## src/rtl/stream_mux_arb.sv

```systemverilog
// N-channel valid/ready/last stream multiplexer: explicit select or round-robin,
// with packet locking and a single registered output stage.

module stream_mux_arb_lane #(
  parameter int DW  = 4,
  parameter int SW  = 2,
  parameter int IDX = 0
) (
  input  logic          rst_n,
  input  logic          can_load,
  input  logic          cand_vld,
  input  logic [SW-1:0] cand,
  input  logic          valid,
  input  logic          last,
  input  logic [DW-1:0] data,
  output logic          ready,
  output logic          xfer,
  output logic [DW-1:0] data_m,
  output logic          last_m
);
  // ready is gated by rst_n so nothing is offered while reset is held
  assign ready  = rst_n & can_load & cand_vld & (cand == SW'(IDX));
  assign xfer   = ready & valid;
  assign data_m = ready ? data : '0;
  assign last_m = ready & last;
endmodule

module stream_mux_arb #(
  parameter int NCH = 4,
  parameter int DW  = 4,
  parameter int SW  = (NCH > 1) ? $clog2(NCH) : 1
) (
  input  logic              clk,
  input  logic              rst_n,
  input  logic              mode,
  input  logic [SW-1:0]     sel,
  input  logic [NCH-1:0]    in_valid,
  input  logic [NCH-1:0]    in_last,
  input  logic [NCH*DW-1:0] in_data,
  output logic [NCH-1:0]    in_ready,
  output logic              out_valid,
  output logic [DW-1:0]     out_data,
  output logic              out_last,
  output logic [SW-1:0]     out_chan,
  input  logic              out_ready,
  output logic              busy
);
  typedef enum logic {IDLE, LOCK} state_t;

  typedef struct packed {
    logic [DW-1:0] data;
    logic          last;
  } beat_t;

  state_t                  state;
  logic [SW-1:0]           lock_ch;
  logic                    lock_mode;
  logic [SW-1:0]           ptr;

  logic                    can_load;
  logic                    cand_vld;
  logic [SW-1:0]           cand;
  logic [NCH-1:0]          xfer_v;
  logic [NCH-1:0][DW-1:0]  data_m;
  logic [NCH-1:0]          last_m;
  logic                    xfer;
  beat_t                   sel_beat;
  logic                    eff_mode;
  logic [SW-1:0]           ptr_nxt;

  assign can_load = !out_valid | out_ready;

  // Candidate selection: lock wins, then explicit select, then round-robin scan from ptr.
  always_comb begin
    int j;
    cand_vld = 1'b0;
    cand     = '0;
    j        = 0;
    if (state == LOCK) begin
      cand_vld = 1'b1;
      cand     = lock_ch;
    end else if (!mode) begin
      if (int'(sel) < NCH) begin
        cand_vld = 1'b1;
        cand     = sel;
      end
    end else begin
      // scan downward so the channel closest to ptr is the last one written
      for (int k = NCH-1; k >= 0; k--) begin
        j = int'(ptr) + k;
        if (j >= NCH) j = j - NCH;
        if (in_valid[j]) begin
          cand_vld = 1'b1;
          cand     = SW'(j);
        end
      end
    end
  end

  for (genvar g = 0; g < NCH; g++) begin : g_lane
    stream_mux_arb_lane #(.DW(DW), .SW(SW), .IDX(g)) u_lane (
      .rst_n    (rst_n),
      .can_load (can_load),
      .cand_vld (cand_vld),
      .cand     (cand),
      .valid    (in_valid[g]),
      .last     (in_last[g]),
      .data     (in_data[g*DW +: DW]),
      .ready    (in_ready[g]),
      .xfer     (xfer_v[g]),
      .data_m   (data_m[g]),
      .last_m   (last_m[g])
    );
  end

  // in_ready is one-hot, so an OR across lanes is the data mux
  always_comb begin
    sel_beat = '0;
    for (int c = 0; c < NCH; c++) begin
      sel_beat.data = sel_beat.data | data_m[c];
      sel_beat.last = sel_beat.last | last_m[c];
    end
  end

  assign xfer     = |xfer_v;
  // pointer policy follows the mode the packet was granted under
  assign eff_mode = (state == LOCK) ? lock_mode : mode;
  assign ptr_nxt  = (cand == SW'(NCH-1)) ? '0 : cand + 1'b1;

  always_ff @(posedge clk or negedge rst_n) begin
    if (!rst_n) begin
      out_valid <= 1'b0;
      out_data  <= '0;
      out_last  <= 1'b0;
      out_chan  <= '0;
    end else if (xfer) begin
      out_valid <= 1'b1;
      out_data  <= sel_beat.data;
      out_last  <= sel_beat.last;
      out_chan  <= cand;
    end else if (out_ready) begin
      out_valid <= 1'b0;
    end
  end

  always_ff @(posedge clk or negedge rst_n) begin
    if (!rst_n) begin
      state     <= IDLE;
      busy      <= 1'b0;
      lock_ch   <= '0;
      lock_mode <= 1'b0;
      ptr       <= '0;
    end else begin
      if (xfer && sel_beat.last && eff_mode) ptr <= ptr_nxt;
      case (state)
        IDLE: if (xfer && !sel_beat.last) begin
          state     <= LOCK;
          busy      <= 1'b1;
          lock_ch   <= cand;
          lock_mode <= mode;
        end
        LOCK: if (xfer && sel_beat.last) begin
          state <= IDLE;
          busy  <= 1'b0;
        end
        default: begin
          state <= IDLE;
          busy  <= 1'b0;
        end
      endcase
    end
  end
endmodule
```

## config.mk

```make
export PLATFORM = sky130hd
export DESIGN_NAME = stream_mux_arb
export DESIGN_NICKNAME = d
export VERILOG_FILES = /design/src/rtl/stream_mux_arb.sv
export SDC_FILE = /design/constraint.sdc
export NUM_CORES = 1
export LEC_CHECK = 0
export CAP_MARGIN = 20
export CORE_ASPECT_RATIO = 1.4
export CORE_MARGIN = 2
export CORE_UTILIZATION = 30
export DETAILED_ROUTE_END_ITERATION = 8
export PLACE_DENSITY = 0.59
export RECOVER_POWER = 100
export SLEW_MARGIN = 20
export SYNTH_ARGS = -nofsm -noshare
export SYNTH_HDL_FRONTEND = slang
export SYNTH_HIERARCHICAL = 1
export SYNTH_SLANG_ARGS = --single-unit
```

## constraint.sdc

```tcl
create_clock -name clk -period 7.5 [get_ports clk]
set_input_delay 0.75 -clock clk [delete_from_list [all_inputs] [get_ports clk]]
set_output_delay 0.75 -clock clk [all_outputs]
set_load 0.01 [all_outputs]
```

==> results of run 1 <==
per-stage QoR:
stage | setup slack, ns | instances | hold WS [ns]
2_1_floorplan | 4.318 | 146 | 0.4544
3_3_place_gp | 3.308 | 228 | 0.4718
3_5_place_dp | 3.214 | 228 | 0.4756
4_1_cts | 3.234 | 232 | 0.4899
5_1_grt | 1.524 | 232 | 0.5094
6_report | 2.083 | 232 | 0.4811
cells by family after synthesis:
group,share of synthesized area
multiplexers,0.04447
AO/OA/AOI/OAI,0.1193
buffers and inverters,0.04338
flip-flops,0.3254
AND/OR/NAND/NOR,0.4675
worst max-delay path, delay by kind of cell:
kind / cells / cell delay, ns
buf+inv: 2 / 0.90
mux: 1 / 0.32
simple gates: 6 / 2.74
compound gates: 2 / 0.83
synthesized netlist by cell type (all sizes together):
library cell / number
o31ai: 1
nor2b: 2
clkbuf: 1
a21oi: 3
o21a: 1
o31a: 1
or2b: 1
mux2: 3
nand4: 1
or3b: 1
o21ai: 8
nor3b: 1
or2: 1
nor4: 5
a22oi: 1
or4: 1
nand2b: 5
nand3: 2
a31oi: 2
o311ai: 1
nand4b: 3
mux2i: 1
o221ai: 1
dfrtp: 15
nor2: 36
inv: 8
a21o: 1
buf: 2
nand2: 36
nand4bb: 1
final timing paths:
path                                              end  slack, ns  cells after the start
setup / recovery                           lock_ch[0]       2.08                     11
hold / removal                            out_data[1]       0.48                      2
setup reg to reg                           lock_ch[0]       2.79                     11
hold reg to reg                           out_data[1]       0.48                      2
max in group asynchronous                        busy       5.62                      2
min in group asynchronous  asynchronous set/reset pin       1.23                      2
per-layer routing:
metal | up-vias | share of wire | global-route usage
li1 | 573 | - | -
met5 | - | 0 | 0
met3 | 4 | 0.034 | 0.01333
met2 | 32 | 0.52 | 0.2482
met4 | 0 | 0.020 | 0.07143
met1 | 512 | 0.43 | 0.1616
power by group through the flow:
stage	Clock (mW)	Combinational, mW	Sequential [mW]
after floorplan	0	0.202	0.141
after global placement	0	0.288	0.147
after detailed placement	0	0.289	0.148
after CTS	0.0678	0.292	0.147
after global routing	0.0719	0.287	0.151
final	0.0658	0.256	0.145
cell usage in the layout (no fill, tap or decap), drive strengths merged, types with 2 or more instances in the layout:
master / netlist / routed
o21ai: 8 / 8
mux2: 3 / 3
dfrtp: 15 / 15
nand2: 36 / 36
nand3: 2 / 2
nor4: 5 / 5
clkdlybuf4s50: 0 / 28
inv: 8 / 8
nor2b: 2 / 2
clkbuf: 1 / 4
nand4b: 3 / 3
nor2: 36 / 36
a31oi: 2 / 2
dlygate4sd3: 0 / 14
a21oi: 3 / 3
nand2b: 5 / 5
layout make-up:
type                            count  area (µm²)
Fill cell                         400        2067
Sequential cell                    15       375.4
Multi-Input combinational cell    120       680.7
Clock buffer                        3       41.29
Clock inverter                      1       5.005
Timing Repair Buffer               43       424.2
Inverter                            8       30.03
Tap cell                           42       52.55
flip-flops by register name, summed over array words and instances, names as in the netlist, named ones only:
register,flops
out_valid,1
out_data,4
busy,1
ptr,2
out_chan,2
out_last,1
lock_ch,2
lock_mode,1
==> results.ini, run 1 <==
[grt]
grt_pass1_wl_mm = 4.885
overflow = 0
grt_pass1_vias = 1161
grt_usage = 0.1390
grt_antenna_before_repair = 0
grt_max_degree = 29

[synthesis]
yosys-top-cells-area = dfrtp_1, nand2_1, nor2_1
synthCells = 146
synth_top_area_cell = dfrtp_1
ys_types = 38
yosysSeqAreaShare = 0.3254
syn_avg_cell_area_um2 = 7.901
yosysWarnings = 6
ys_ff_latch = 15
synth_fp_nets = 176
synth_top_cell_area_share = 0.3254
syn_area_mm2 = 0.001154

[timing]
hold_viol_final = 0
period_share = 0.7223
fin_crit_ns = 5.417
max_freq_ghz = 0.1846
setup_violations = 0
fin_setup_tns_ns = 0
finalMaxSlewViolations = 18
maxSlewHeadroom = -0.3334
rsz0062_at_grt = no
worst_pin_slew_ns = 1.982
clock_skew_ns = 0.002854

[die]
dieArea_mm2 = 0.004364
start_util = 0.3138
die_h_um = 77.37
ios = 43
core_mm2 = 0.003676
rows = 26
die_x_um = 56.41

[setup_path]
crit_required_ns = 7.63
crit_start = mode
slowest_stage = nor4_1
end_kind = register
crit_chain = dlygate4sd3_1, o21ai_0, o311ai_0, nand2_1, inv_1, nand4bb_1, nor2_2, nor4_1, or2_0, nor2_8, mux2_1
r2r-start = ptr[1]
crit_arrival_ns = 5.55
path_class = in -> reg
slowest_delay_ns = 1.58
cp_max_fo = 17
setup.worst_path.start_class = input port

[clock_network]
postCtsSetupBuffers = 0
clockBufferDepth = 2
clkTransAtPathRegs_ns = 0.06
numClockSinks = 15
clkLatencyLatePin_ns = 0.25
htreeDepth = 1
ctsResizeCount = 0
hold_buffers = 0
cts-root-buf = clkbuf_8
cts_tree = done
numCtsBuffers = 3

[power]
leakagePower_nw = 0.7784
p_switching_uw = 192.9
vdd.ir_drop.worst_v = 0.0001650
seqPwrFrac = 0.310
power_uw = 467.1
p_per_area_mw_per_mm2 = 290.3
power_frac_comb = 0.549
clkPwrFrac = 0.141
switching_share = 0.4129
internal-power_uw = 274.3

[run_status]
status = complete, but fails checks
violations = capacitance limit, slew limit

[detailed_routing]
vias = 1121
via_per_inst = 4.832
drt_iter0_drc = 21
drcViolationCount = 0
wire_per_inst_um = 12.37
wirelength_mm = 2.870
first_pass_iters = 4
ant_nets = 0

[final_layout]
finish.utilization = 0.4377
layout-drive-gt1-share = 0.08421
syn2layout_area_growth_pct = 39.48
insertedDiodeCount = 0
fin_nets = 221
final_area_mm2 = 0.001609

[place]
placed_area_mm2 = 0.001614
place_congestion = 0.7547
numPortBuffers = 42
place_hpwl_mm = 2.263

[min_path]
hold_class = reg -> reg
hp-start = out_data[1]

[run]
maxCapViolations = 1

(Power assumes the default switching activity.)
==> run 2, diff against run 1 <==
==> constraint.sdc (replaced) <==
create_clock -name clk -period 5.48 [get_ports clk]
set_input_delay 0.548 -clock clk [delete_from_list [all_inputs] [get_ports clk]]
set_output_delay 0.548 -clock clk [all_outputs]
set_load 0.01 [all_outputs]
==> run 2 against run 1 <==
Compared with the run above:
- final cell count unchanged
- power is 38% higher
- the flow now finishes without violations
- utilization increased by 0.34 points
==> results.ini, run 2 (synthesis gave the netlist of run 1 again) <==
[timing]
period_share = 0.7862
rsz0062_at_grt = no
maxSlewHeadroom = 0.2784
max_freq_ghz = 0.2321
finalMaxSlewViolations = 0
clock_skew_ns = 0.001891
hold_viol_final = 0
worst_pin_slew_ns = 1.082
fin_crit_ns = 4.308
setup_slack_ns = 1.172
fin_setup_tns_ns = 0
setup_violations = 0

[place]
place_congestion = 0.7484
place_hpwl_mm = 2.215
place_ws_ns = 1.391
numPortBuffers = 42

[final_layout]
n_fill_cell = 380
insertedDiodeCount = 0
largest_register = out_data
syn2layout_area_growth_pct = 40.56
layout-drive-gt1-share = 0.08421
fin_nets = 221
mostFrequentLayoutCell = nand2_1
largest_reg_flops = 4
final_cell_mix = nand2_1, nor2_1, clkdlybuf4s50_1

[clock_network]
clockBufferDepth = 2
hold_buffers = 0
cts_tree = done
htreeDepth = 1
postCtsSetupBuffers = 0
numCtsBuffers = 3
ctsResizeCount = 0
numClockSinks = 15
clkLatencyLatePin_ns = 0.24
cts-root-buf = clkbuf_8
clkTransAtPathRegs_ns = 0.06

[die]
start_util = 0.3138
die_x_um = 56.41
core_mm2 = 0.003676
rows = 26
die_h_um = 77.37
dieArea_mm2 = 0.004364
ios = 43

[power]
internal-power_uw = 380.1
p_per_area_mw_per_mm2 = 396.8
p_switching_uw = 263.4
power_frac_comb = 0.554
leakagePower_nw = 0.7790
seqPwrFrac = 0.310
clkPwrFrac = 0.136
vdd.ir_drop.worst_v = 0.0001820
switching_share = 0.4093

[setup_path]
cp.buffers_inverters = 2
cp_max_fo = 17
crit_chain = dlygate4sd3_1, o21ai_0, o311ai_0, nand2_1, inv_1, nand4bb_1, nor2_1, nor4_4, or2_0, nor2_8, mux2_1
slowest_delay_ns = 0.69
path_class = in -> reg
end_kind = register
cp_top_family = simple AND/OR/NAND/NOR gates
slowest_stage = nor4_4
crit_required_ns = 5.60
setup.worst_path.start_class = input port
crit_arrival_ns = 4.43

[detailed_routing]
drcViolationCount = 0
wirelength_mm = 2.701
ant_nets = 0
via_per_inst = 4.793
drt_iter0_drc = 12
vias = 1112
first_pass_iters = 4
wire_per_inst_um = 11.64

[run]
maxCapViolations = 0

[grt]
overflow = 0
grt_usage = 0.1301
grt_max_degree = 29
grt_pass1_wl_mm = 4.678
grt_antenna_before_repair = 0
grt_pass1_vias = 1103

[run_status]
status = completed

[min_path]
hold_class = reg -> reg

-- run 2: cell count changes in the layout (fill, tap and decap cells not counted) --
cell	delta
clkdlybuf4s50_1	+2
dlygate4sd3_1	-2
nor2_1	+1
nor2_2	-1
nor4_1	-1
nor4_4	+1
-- run 2: per-stage QoR --
stage / util / hold WS, ns / area [µm²] / total power [mW] / std cells
floorplan: - / 0.2524 / 1154 / 0.4691 / 146
global placement: 0.4391 / 0.4744 / 1614 / 0.5948 / 228
detailed placement: 0.4391 / 0.4721 / 1614 / 0.5995 / 228
CTS: 0.4517 / 0.4858 / 1660 / 0.6902 / 232
global route: 0.4411 / 0.5208 / 1622 / 0.7021 / 232
finish: 0.4411 / 0.4732 / 1622 / 0.6435 / 232
-- run 2: per-layer routing --
layer	vias up	GRT usage	share of wire
met1	502	0.1533	0.45
li1	578	-	-
met2	28	0.2388	0.50
met4	0	0.05000	0.012
met3	4	0.01167	0.039
met5	-	0	0
-- run 2: cell type report --
| cell class | instances | area, µm² | area share |
|---|---|---|---|
| Clock inverter | 1 | 5.005 | 0.003086 |
| Tap cell | 42 | 52.55 | 0.03241 |
| Inverter | 8 | 30.03 | 0.01852 |
| Clock buffer | 3 | 41.29 | 0.02546 |
| Multi-Input combinational cell | 120 | 693.2 | 0.4275 |
| Sequential cell | 15 | 375.4 | 0.2315 |
| Timing Repair Buffer | 43 | 424.2 | 0.2616 |
-- run 2: power groups by stage --
stage,clock (mW),combinational (mW),sequential [mW]
2_1_floorplan,0,0.277,0.192
3_3_place_gp,0,0.392,0.202
3_5_place_dp,0,0.397,0.202
4_1_cts,0.0900,0.398,0.202
5_1_grt,0.0967,0.397,0.208
6_report,0.0875,0.357,0.199
-- run 2: worst min-delay path: cells and delay by family (launching register included) --
family / cells / cell delay (ns)
flops: 1 / 0.34
compound gates: 1 / 0.06
simple gates: 1 / 0.04
-- run 2: path summary, 6_finish.rpt --
check / start / endpoint / slack (ns) / depth (start not counted)
worst max-delay path: mode / lock_mode / 1.17 / 11
worst min-delay path: out_chan[1] / out_chan[1] / 0.47 / 2
worst max register to register: ptr[1] / lock_mode / 1.63 / 11
worst min register to register: out_chan[1] / out_chan[1] / 0.47 / 2
max in group asynchronous: rst_n / busy / 3.82 / 2
min in group asynchronous: rst_n / lock_mode / 1.02 / 2
